## config.mk

```make
export PLATFORM = sky130hd
export DESIGN_NAME = div_hilo_ctrl
export DESIGN_NICKNAME = d
export VERILOG_FILES = /design/src/rtl/div_hilo_ctrl.sv
export SDC_FILE = /design/constraint.sdc
export NUM_CORES = 1
export LEC_CHECK = 0
export CAP_MARGIN = 5
export CORE_MARGIN = 2
export CORE_UTILIZATION = 38
export DETAILED_ROUTE_END_ITERATION = 10
export MAX_ROUTING_LAYER = met4
export PLACE_DENSITY = 0.81
export REMOVE_ABC_BUFFERS = 1
export SYNTH_ARGS = -nofsm -noshare
export SYNTH_HDL_FRONTEND = slang
export SYNTH_SLANG_ARGS = --single-unit
export TNS_END_PERCENT = 10
```

## constraint.sdc

```tcl
create_clock -name clock -period 1.85 [get_ports clock]
set_input_delay 0.555 -clock clock [delete_from_list [all_inputs] [get_ports clock]]
set_output_delay 0.555 -clock clock [all_outputs]
set_load 0.01 [all_outputs]
```

## src/rtl/div_hilo_ctrl.sv

```systemverilog
// div_hilo_ctrl: sequences a multi-cycle divider and owns the architectural HI/LO registers
module div_hilo_ctrl #(
  parameter int WIDTH = 32
) (
  input  logic             clock,
  input  logic             reset,
  input  logic             start,
  input  logic [WIDTH-1:0] op_a,
  input  logic [WIDTH-1:0] op_b,
  input  logic             flush,
  input  logic             hi_we,
  input  logic             lo_we,
  input  logic [WIDTH-1:0] wdata,
  output logic             DivCtrl,
  output logic [WIDTH-1:0] div_a,
  output logic [WIDTH-1:0] div_b,
  input  logic             DivDone,
  input  logic             Div0,
  input  logic [WIDTH-1:0] DivHIOut,
  input  logic [WIDTH-1:0] DivLOOut,
  output logic [WIDTH-1:0] hi,
  output logic [WIDTH-1:0] lo,
  output logic             busy,
  output logic             done,
  output logic             div0_exc,
  input  logic             exc_clr
);
  localparam logic [1:0] IDLE  = 2'd0;
  localparam logic [1:0] RUN   = 2'd1;
  localparam logic [1:0] REARM = 2'd2;
  logic [1:0]       r_state;
  logic [WIDTH-1:0] r_div_a, r_div_b, r_hi, r_lo;
  logic             r_done, r_exc;
  logic             w_idle, w_run, w_rearm, w_accept, w_fin, w_abort, w_wr;
  assign w_idle   = r_state == IDLE;
  assign w_run    = r_state == RUN;
  assign w_rearm  = r_state == REARM;
  assign w_accept = w_idle & start;
  assign w_abort  = w_run & flush;
  assign w_fin    = w_run & DivDone & ~flush;
  assign w_wr     = w_idle & ~start;
  assign DivCtrl  = w_run;
  assign busy     = w_run | w_rearm;
  assign done     = r_done;
  assign div0_exc = r_exc;
  assign div_a    = r_div_a;
  assign div_b    = r_div_b;
  assign hi       = r_hi;
  assign lo       = r_lo;
  // state, operand latch, HI/LO update and sticky divide-by-zero flag; done marks only completed REARMs
  always_ff @(posedge clock) begin
    if (reset) begin
      r_state <= IDLE;
      r_div_a <= '0;
      r_div_b <= '0;
      r_hi    <= '0;
      r_lo    <= '0;
      r_done  <= 1'b0;
      r_exc   <= 1'b0;
    end else begin
      r_state <= w_accept ? RUN : (w_fin | w_abort) ? REARM : w_run ? RUN : IDLE;
      r_done  <= w_fin;
      r_div_a <= w_accept ? op_a : r_div_a;
      r_div_b <= w_accept ? op_b : r_div_b;
      r_hi    <= (w_fin & ~Div0) ? DivHIOut : (w_wr & hi_we) ? wdata : r_hi;
      r_lo    <= (w_fin & ~Div0) ? DivLOOut : (w_wr & lo_we) ? wdata : r_lo;
      r_exc   <= (w_fin & Div0) | (r_exc & ~exc_clr & ~w_accept);
    end
  end
endmodule

```

==> impl_results.md <==
* Final worst path period need at 1792 ps
* Layout Nets at 1,118
* Placer Congestion at 0.8381
* Largest net degree at the start of global routing at 62
* Final slew viol count at 0
* Worst EP required at 1290 ps
* Number of core rows at 42
* CTS Root Buffer Type: clkbuf_16
* CP delay by family, top: buffers and inverters
* Antenna violations before repair at 1
* Final hold violation count at 0
* Slowest cell on crit path: clkdlybuf4s50_1
* Arrival @ worst endpoint at 1240 ps
* Final instance area at 9102 um2
* RSZ-0062 raised after global routing: false
* Post-Syn Area per Cell at 7.892 um2
* Longest Clk Path Bufs at 2
* Placement Setup Slack at -172.8 ps
* Post-synth EDFFs at 0
* Hold Crit Class: register to register
* WHS at 448.6 ps
* Yosys warns at 0
* IO Pins at 301
* Area of the die at 14,570 um2
* WL/cell at 15.81 um
* Max-Cap Viols at 0
* Critical path class: register to output port
* Congestion Overflow GR at 0
* Height of the die at 120.7 um
* Worst VDD drop at 0.5484 mV
* Final Worst Setup Slack at 57.94 ps
* Die X at 120.7 um
* Worst Path Max Fanout at 1
* Synth Cell Area at 5177 um2
* Max stage delay on crit path at 530 ps
* Vias/cell at 5.020
* P_leak at 4.309 nW
* Cell Pwr Density at 892.2 nW/um2
* Final period util at 96.87%
* Tot GR Track Use at 24.85%
* Gate Count Post-Synth at 656
* Main synth FF type: dfxtp_1
* Cell Area, Placed at 8469 um2
* Worst Clk Skew at 3.517 ps
* CP endpoint kind: output port
* Final setup violation count at 0
* Sequential area share after synthesis at 51.04%
* Buf/Inv on CP at 1
* Clock sinks at 132
* Initial DRC count at 442
* First-pass GRT wire length at 27.59 mm
* IO Port Bufs at 300
* Finished Core Util at 68.46%
* Num CTS Buffers at 17
* F_max at 0.5580 GHz
* Final HPWL DP at 12.81 mm
* Pwr Total at 8.121 mW
* Finished Layout Cells at 1,137
* Clock-pin slew on the worst setup and hold paths at 60 ps
* Slew headroom at 68.55%
* Routed Antenna Nets at 0
* Number of iterations in the first detailed-routing pass at 5
* CTS tree: done
* DRC violations left at 0
* H-tree levels at 4
* Worst skew pair latency at 410 ps
* Register bit total from synthesis at 132
* Area growth, synth to finish at 75.81%
* Cell chain of the critical path: clkdlybuf4s50_1
* Core box area at 13,300 um2
* Worst Tran Pin Value at 471.7 ps
* Vias in the first global route at 5,529
* # fillers at 1,106
* DP Cell Count at 1,103
* Ys async rst share at 0%
* Status: finished, final reports clean
* Setup TNS at 0 ps
* Total Wirelength at 17.98 mm
* Vias at 5,708
* Proportion of layout cells with a drive suffix above 1 at 7.187%
* Synth unique cells at 21
* Worst setup SP type: register
* Initial Utilization at 38.94%
-- power by group --
part / internal (mW) / switching [mW]
combinational: 0.709 / 0.566
clock: 2.47 / 1.28
sequential: 3.02 / 0.0818
-- sequential cells by signal, summed over array words and instances (netlist names) --
| name | count |
|---|---|
| div_a | 32 |
| div_b | 32 |
| hi | 32 |
| lo | 32 |
| r_state | 2 |
| div0_exc | 1 |
| done | 1 |
-- path summary, 6_finish.rpt --
kind                                       startpoint               endpoint  slack (ps)  cells after the start
worst min register to register  div_a[3]$_SDFFE_PP0P_  div_a[3]$_SDFFE_PP0P_         450                      2
worst max register to register  r_state[1]$_SDFF_PP0_    lo[26]$_SDFFE_PP0P_         190                      6
worst max-delay path                  done$_SDFF_PP0_                   done          60                      1
worst min-delay path            div_a[3]$_SDFFE_PP0P_  div_a[3]$_SDFFE_PP0P_         450                      2
-- cell type report --
cell class | count | area (um2) | area share [%]
timing repair buffer | 329 | 3321 | 36.48
sequential | 132 | 2644 | 29.04
multi-input combinational | 465 | 2251 | 24.73
clock buffer | 20 | 456.7 | 5.017
tap | 176 | 220.2 | 2.419
clock inverter | 12 | 200.2 | 2.199
inverter | 2 | 7.507 | 0.08247
antenna | 1 | 2.502 | 0.02749
-- logic make-up after synthesis --
kind of cell	synth area share (%)
flops	51.04
fa+ha+maj	0.4832
compound gates	17.21
buf+inv	6.090
simple gates	25.18
-- cell usage after synthesis (2+ instances only) --
library cell / instances / area [um2]
buf_1: 3 / 11.26
clkbuf_4: 2 / 15.01
a21oi_1: 66 / 330.3
nand3b_1: 3 / 22.52
buf_4: 2 / 15.01
clkbuf_1: 17 / 63.81
nand2_1: 257 / 964.7
inv_1: 2 / 7.510
and3b_1: 2 / 17.52
dfxtp_1: 132 / 2643
ha_1: 2 / 25.02
nor2_1: 65 / 244.0
buf_6: 6 / 67.56
buf_2: 27 / 135.1
a311oi_1: 64 / 560.5
-- what timing repair did --
| action | CTS | global route |
|---|---|---|
| pin swaps | 0 | 0 |
| gates resized for setup | 105 | 34 |
| setup buffers | 1 | 0 |
| endpoints found under the setup margin | 98 | 34 |
| hold buffers | 0 | 0 |
-- metal layers --
layer | global-route usage (%) | share of wire [%] | vias to the layer above
li1 | - | - | 2788
met1 | 27.49 | 40 | 2626
met2 | 42.09 | 49 | 259
met3 | 7.830 | 8.3 | 35
met4 | 9.084 | 2.6 | 0
met5 | - | 0 | -
-- placed cells by master (no fill, tap or decap), types with 2 or more instances in the layout --
cell               n
a311oi_1          64
buf_4             18
clkinv_2           2
clkinvlp_4         3
clkbuf_16         17
nand3b_1           3
and3b_1            2
inv_6              2
nand2_1          256
clkbuf_8           2
bufinv_16          5
dfxtp_1          131
clkdlybuf4s50_1  168
nor2_1            65
a21oi_1           66
dlygate4sd2_1     96
inv_1              2
buf_12            12
dlymetal6s2s_1    33
(Power assumes the default switching activity.)
